`src/rtl/versatile_mem_ctrl_ddr_wr_seq_if.sv`:
```
// Sequencer-side bundle: write command, show-ahead Tx FIFO read port, PHY drive and status.
interface versatile_mem_ctrl_ddr_wr_seq_if;
  logic        wr_start;
  logic [31:0] fifo_dat;
  logic [3:0]  fifo_be;
  logic        fifo_empty;
  logic        fifo_rd;
  logic [35:0] tx_dat;
  logic        dq_en;
  logic        dqm_en;
  logic        busy;
  logic        done;
  logic        underrun;
  logic        start_err;
  logic [15:0] burst_cnt;

  modport master (
    output wr_start, fifo_dat, fifo_be, fifo_empty,
    input  fifo_rd, tx_dat, dq_en, dqm_en, busy, done, underrun, start_err, burst_cnt
  );

  modport slave (
    input  wr_start, fifo_dat, fifo_be, fifo_empty,
    output fifo_rd, tx_dat, dq_en, dqm_en, busy, done, underrun, start_err, burst_cnt
  );
endinterface

```
`src/rtl/versatile_mem_ctrl_ddr_wr_seq.sv`:
```
// DDR2 write-data sequencer: WL wait, preamble, BL packed words, postamble on clk_270.
// Optional completed-burst counter enabled by defining DDR_WR_SEQ_BURST_CNT_EN.
module versatile_mem_ctrl_ddr_wr_seq #(
  parameter int BL = 4,
  parameter int WL = 2
) (
  input logic                           clk_270,
  input logic                           wb_rst,
  versatile_mem_ctrl_ddr_wr_seq_if.slave bus
);
  typedef enum logic [2:0] {S_IDLE, S_WAIT, S_PRE, S_BURST, S_POST} state_t;

  localparam logic [3:0] WL_LOAD   = 4'(WL - 1);
  localparam logic [3:0] WORD_LAST = 4'(BL - 1);
  // Outputs are registered from the state being left, so WL=1 must go straight to PRE.
  localparam state_t     START_TO  = (WL == 1) ? S_PRE : S_WAIT;

  state_t      state;
  logic [3:0]  wl_cnt;
  logic [3:0]  wcnt;
  logic [35:0] tx_dat;
  logic        dq_en;
  logic        dqm_en;
  logic        done;
  logic        underrun;
  logic        start_err;
  logic        fifo_rd;

  assign fifo_rd       = (state == S_BURST) && !bus.fifo_empty;
  assign bus.fifo_rd   = fifo_rd;
  assign bus.tx_dat    = tx_dat;
  assign bus.dq_en     = dq_en;
  assign bus.dqm_en    = dqm_en;
  assign bus.done      = done;
  assign bus.busy      = (state != S_IDLE);
  assign bus.underrun  = underrun;
  assign bus.start_err = start_err;

  always_ff @(posedge clk_270 or posedge wb_rst) begin
    if (wb_rst) begin
      state     <= S_IDLE;
      wl_cnt    <= '0;
      wcnt      <= '0;
      tx_dat    <= '0;
      dq_en     <= 1'b0;
      dqm_en    <= 1'b0;
      done      <= 1'b0;
      underrun  <= 1'b0;
      start_err <= 1'b0;
    end else begin
      tx_dat <= '0;
      dq_en  <= 1'b0;
      dqm_en <= 1'b0;
      done   <= 1'b0;
      if (bus.wr_start && (state == S_WAIT || state == S_PRE || state == S_BURST))
        start_err <= 1'b1;
      case (state)
        S_IDLE: begin
          if (bus.wr_start) begin
            state    <= START_TO;
            wl_cnt   <= WL_LOAD;
            underrun <= 1'b0;
          end
        end
        S_WAIT: begin
          wl_cnt <= wl_cnt - 4'd1;
          if (wl_cnt == 4'd1) state <= S_PRE;
        end
        S_PRE: begin
          dq_en  <= 1'b1;
          dqm_en <= 1'b1;
          wcnt   <= '0;
          state  <= S_BURST;
        end
        S_BURST: begin
          dq_en <= 1'b1;
          // An empty FIFO still burns the word slot; the memory burst length is fixed.
          if (fifo_rd) begin
            tx_dat <= {bus.fifo_dat, bus.fifo_be};
          end else begin
            dqm_en   <= 1'b1;
            underrun <= 1'b1;
          end
          wcnt <= wcnt + 4'd1;
          if (wcnt == WORD_LAST) state <= S_POST;
        end
        S_POST: begin
          dq_en  <= 1'b1;
          dqm_en <= 1'b1;
          done   <= 1'b1;
          if (bus.wr_start) begin
            state  <= START_TO;
            wl_cnt <= WL_LOAD;
          end else begin
            state <= S_IDLE;
          end
        end
        default: state <= S_IDLE;
      endcase
    end
  end

`ifdef DDR_WR_SEQ_BURST_CNT_EN
  logic [15:0] burst_cnt;

  always_ff @(posedge clk_270 or posedge wb_rst) begin
    if (wb_rst)                burst_cnt <= '0;
    else if (state == S_POST)  burst_cnt <= burst_cnt + 16'd1;
  end

  assign bus.burst_cnt = burst_cnt;
`else
  assign bus.burst_cnt = 16'h0;
`endif
endmodule

```
`src/flat_wrapper.sv`:
```
// flat-port wrapper written by rule: the top's interface ports become plain ports
module versatile_mem_ctrl_ddr_wr_seq_flat 
#(
  parameter int BL = 4,
  parameter int WL = 2
)
  (clk_270, wb_rst, bus_wr_start, bus_fifo_dat, bus_fifo_be, bus_fifo_empty, bus_fifo_rd, bus_tx_dat, bus_dq_en, bus_dqm_en, bus_busy, bus_done, bus_underrun, bus_start_err, bus_burst_cnt);
  versatile_mem_ctrl_ddr_wr_seq_if bus_i ();
  input logic clk_270;
  input logic wb_rst;
  input wire logic [$bits(bus_i.wr_start)-1:0] bus_wr_start;
  input wire logic [$bits(bus_i.fifo_dat)-1:0] bus_fifo_dat;
  input wire logic [$bits(bus_i.fifo_be)-1:0] bus_fifo_be;
  input wire logic [$bits(bus_i.fifo_empty)-1:0] bus_fifo_empty;
  output wire logic [$bits(bus_i.fifo_rd)-1:0] bus_fifo_rd;
  output wire logic [$bits(bus_i.tx_dat)-1:0] bus_tx_dat;
  output wire logic [$bits(bus_i.dq_en)-1:0] bus_dq_en;
  output wire logic [$bits(bus_i.dqm_en)-1:0] bus_dqm_en;
  output wire logic [$bits(bus_i.busy)-1:0] bus_busy;
  output wire logic [$bits(bus_i.done)-1:0] bus_done;
  output wire logic [$bits(bus_i.underrun)-1:0] bus_underrun;
  output wire logic [$bits(bus_i.start_err)-1:0] bus_start_err;
  output wire logic [$bits(bus_i.burst_cnt)-1:0] bus_burst_cnt;
  assign bus_i.wr_start = bus_wr_start;
  assign bus_i.fifo_dat = bus_fifo_dat;
  assign bus_i.fifo_be = bus_fifo_be;
  assign bus_i.fifo_empty = bus_fifo_empty;
  assign bus_fifo_rd = bus_i.fifo_rd;
  assign bus_tx_dat = bus_i.tx_dat;
  assign bus_dq_en = bus_i.dq_en;
  assign bus_dqm_en = bus_i.dqm_en;
  assign bus_busy = bus_i.busy;
  assign bus_done = bus_i.done;
  assign bus_underrun = bus_i.underrun;
  assign bus_start_err = bus_i.start_err;
  assign bus_burst_cnt = bus_i.burst_cnt;
  versatile_mem_ctrl_ddr_wr_seq #(.BL(BL), .WL(WL)) u_core (.clk_270(clk_270), .wb_rst(wb_rst), .bus(bus_i));
endmodule
```
`config.mk`:
```
export PLATFORM = sky130hd
export DESIGN_NAME = versatile_mem_ctrl_ddr_wr_seq_flat
export DESIGN_NICKNAME = d
export VERILOG_FILES = /design/src/rtl/versatile_mem_ctrl_ddr_wr_seq_if.sv /design/src/rtl/versatile_mem_ctrl_ddr_wr_seq.sv /design/src/flat_wrapper.sv
export SDC_FILE = /design/constraint.sdc
export NUM_CORES = 1
export LEC_CHECK = 0
export ABC_AREA = 0
export CAP_MARGIN = 10
export CORE_MARGIN = 8
export CORE_UTILIZATION = 40
export CTS_CLUSTER_SIZE = 8
export DETAILED_ROUTE_END_ITERATION = 16
export PLACE_DENSITY = 0.79
export SETUP_SLACK_MARGIN = 0.2
export SLEW_MARGIN = 10
export SYNTH_ARGS = -nofsm -noshare
export SYNTH_HDL_FRONTEND = slang
export SYNTH_SLANG_ARGS = --single-unit
```
`constraint.sdc`:
```
create_clock -name clk_270 -period 2.1 [get_ports clk_270]
set_input_delay 0.42 -clock clk_270 [delete_from_list [all_inputs] [get_ports clk_270]]
set_output_delay 0.42 -clock clk_270 [all_outputs]
set_load 0.03 [all_outputs]
```
==> impl_results.md <==
- Outcome: completed
- Met1 global-route usage: 13.0%
- Arrival time worst endpoint: 1400 ps
- CP startpoint: u_core.state[1]
- First-pass GRT wire length: 7280 µm
- Startpoint Class: flip-flop
- Synth Instances: 177
- Diode count: 0
- Layout area overhead: 46.2%
- DIE WIDTH: 87.9 µm
- IO buf count: 82
- Drt via density: 4.39
- Setup crit end: bus_busy
- Number of synthesized register bits: 52
- Row cnt: 26
- Die ar.: 7730 µm²
- Hold-fix buffers, CTS: 0
- Maximum vdd drop: 0.000470 V
- Layout cells sized above 1: 7.17%
- Post-Synth Adder-Cell Area: 1.81%
- CP max stage delay: 380 ps
- Mux contribution to synthesized area: 2.00%
- Max Slew Vio Count: 0
- Met2 usage: 21.7%
- Post-Synth XOR/XNOR Area: 0%
- CP Capture Type: primary output
- Place WS: 366 ps
- Largest net degree at the start of global routing: 37
- Setup ws final: 283 ps
- Residual DRC: 0
- Largest family of logic cells by synthesized area: simple AND/OR/NAND/NOR gates
- Hold Path Class: in2async
- Power per cell area: 1150 nW/µm²
- Worst EP required: 1680 ps
- Via count: 1469
- Fmax: 550 MHz
- Routed wire length per instance: 13.7 µm
- Max Clock Skew: 7.23 ps
- Routed WL: 4600 µm
- DR pass1 iterations: 6
- Skew-Pair Late Insertion Delay: 300 ps
- Met3 Usage GRT: 5.07%
- Initial Util: 41.0%
- Max_cap viols: 0
- Total GRT Usage: 12.5%
- Worst r2r src: u_core.state[2]
- Syn Area/Cell: 11.7 µm²
- Reg2Reg Setup Slack: 600 ps
- Max_slew headroom: 64.3%
- Sink Count: 52
- Hold Fails Final Rpt: 0
- Number of global-route vias before repair: 1525
- Largest fanout on the critical path: 2
- Post-synthesis compound-gate area fraction: 4.72%
- Antenna violations before repair: 0
- YS warnings: 0
- Synth cell types: 31
- # IOs: 99
- Reg-to-Reg End: u_core.wcnt[3]
- Final setup viols: 0
- Worst-margin pin slew: 535 ps
- TNS Setup: 0 ps
- Tmin final: 1820 ps
- Chip height: 87.9 µm
- Max clock buf depth: 2
- 1st-iter DRT viols: 119
- Post-DP HPWL: 3600 µm
- Slowest-stage cell, CP: dfrtp_1
- CP Cell Sequence: or3_1 -> dlygate4sd2_1
- Crit share post-route: 86.5%
- Leakage power: 1.40 nW
- RSZ-0062 raised after global routing: no
- Post-synthesis sequential area ratio: 62.9%
- H-tree depth: 2
- CTS resizes: 1
- Layer with the highest usage: met2
- Global route overflow: 0
- ANT nets after route: 0
- CORE AREA: 5040 µm²
- Cell area after synthesis: 2070 µm²
- GPL Wtd Cong: 0.766
- Worst-path clk slew: 90 ps
- Post-layout net count: 307
- CTS buffer count: 5
- Root Buffer: clkbuf_8
- Simple-Gate Fraction of Synth Area: 19.9%
- Crit path kind: reg2out
- Post-CTS Setup Bufs: 0
- CTS tree: yes
- Worst Reg-to-Reg Cells: 4
==> registers in the layout, summed over array words and instances (netlist names) <==
register / cells
u_core.bus.done: 1
u_core.bus.dqm_en: 1
u_core.bus.start_err: 1
u_core.bus.underrun: 1
u_core.bus.tx_dat: 36
u_core.wcnt: 4
u_core.wl_cnt: 4
u_core.bus.dq_en: 1
u_core.state: 3
==> cells in the final DEF (no fill, tap or decap), drive strengths merged, types with 2 or more instances in the layout <==
cell type      netlist  layout
inv                  5       5
nand3                3       3
and2                36      36
nand2b               3       3
a22oi                2       2
buf                 20       7
nor3b                2       2
conb                 1      16
clkbuf               3       6
o21ai                9       9
o21bai               2       2
nor2                 8       8
nand2               13      13
ha                   3       3
mux2i                3       3
clkdlybuf4s50        0      80
dfrtp               52      52
==> through the flow <==
step / instances / power, mW / util (%) / hold WS (ps) / area [µm²]
3_3_place_gp: 327 / 2.83 / 57.9 / 472 / 2920
2_1_floorplan: 192 / 2.34 / - / 473 / 2130
4_1_cts: 335 / 3.53 / 60.0 / 484 / 3030
6_report: 335 / 3.49 / 60.0 / 473 / 3030
3_5_place_dp: 327 / 2.87 / 57.9 / 478 / 2920
5_1_grt: 335 / 3.73 / 60.0 / 508 / 3030
==> kinds of logic after synthesis <==
| family | Yosys count |
|---|---|
| compound gates | 16 |
| fa+ha+maj | 3 |
| buf+inv | 28 |
| flops | 52 |
| mux | 4 |
| other cells | 1 |
| simple gates | 73 |
==> cells in the mapped netlist <==
cell type,instances,share of area [%]
o21ai_0,9,2.2
mux2_2,1,0.54
a22oi_1,2,0.73
nand3_1,3,0.73
buf_2,3,0.73
a21oi_1,1,0.24
dfrtp_1,52,63
and2_1,36,11
clkbuf_1,3,0.54
or3_1,1,0.30
a31o_2,1,0.42
or4_1,1,0.36
nor4_1,1,0.30
nor2_1,7,1.3
conb_1,1,0.18
buf_4,16,5.8
nand2b_1,3,0.91
nor2b_1,1,0.30
o41ai_1,1,0.42
nand2_1,13,2.4
nor2_2,1,0.30
and3b_1,1,0.42
nor3b_1,2,0.73
o21bai_1,2,0.73
inv_1,5,0.91
nor3_1,1,0.24
or3b_2,1,0.42
nand3b_1,1,0.36
ha_1,3,1.8
buf_6,1,0.54
mux2i_1,3,1.5
==> how the worst min path moves through the flow <==
stage                             to  slack [ps]  depth (start not counted)
6_report        u_core.bus.tx_dat[9]         470                          2
5_1_grt         u_core.bus.tx_dat[9]         510                          2
4_1_cts        u_core.bus.tx_dat[11]         480                          2
3_5_place_dp    u_core.bus.start_err         480                          1
3_3_place_gp    u_core.bus.start_err         470                          1
2_1_floorplan         u_core.wcnt[1]         470                          2
==> power breakdown <==
| group | internal, mW | total [mW] | switching [mW] | leakage [nW] |
|---|---|---|---|---|
| Sequential | 1.24 | 1.37 | 0.123 | 0.678 |
| Combinational | 0.620 | 1.47 | 0.848 | 0.668 |
| Clock | 0.354 | 0.659 | 0.306 | 0.0552 |
| Total | 2.22 | 3.49 | 1.28 | 1.40 |
==> layer usage <==
layer  wire length [µm]  vias to the layer above  part of all wire (%)
li1                   -                      708                     -
met3                397                        7                   8.6
met4                 88                        0                   1.9
met1               1750                      690                    38
met2               2360                       64                    51
met5                  0                        -                     0
==> layout make-up <==
class                   count  area, µm²
fillers                   430       2020
well taps                  70       87.6
flip-flops and latches     52       1300
clock inverters             2       35.0
inverters                   5       18.8
multi-input cells         112        648
clock buffers               6       72.6
repair buffers             88        862
==> worst max-delay path: cells and delay by family (launching register included) <==
family	cells	cell delay [ps]
and+or+nand+nor	1	360
DFF	1	380
buffers and inverters	1	360
(Power assumes the default switching activity.)
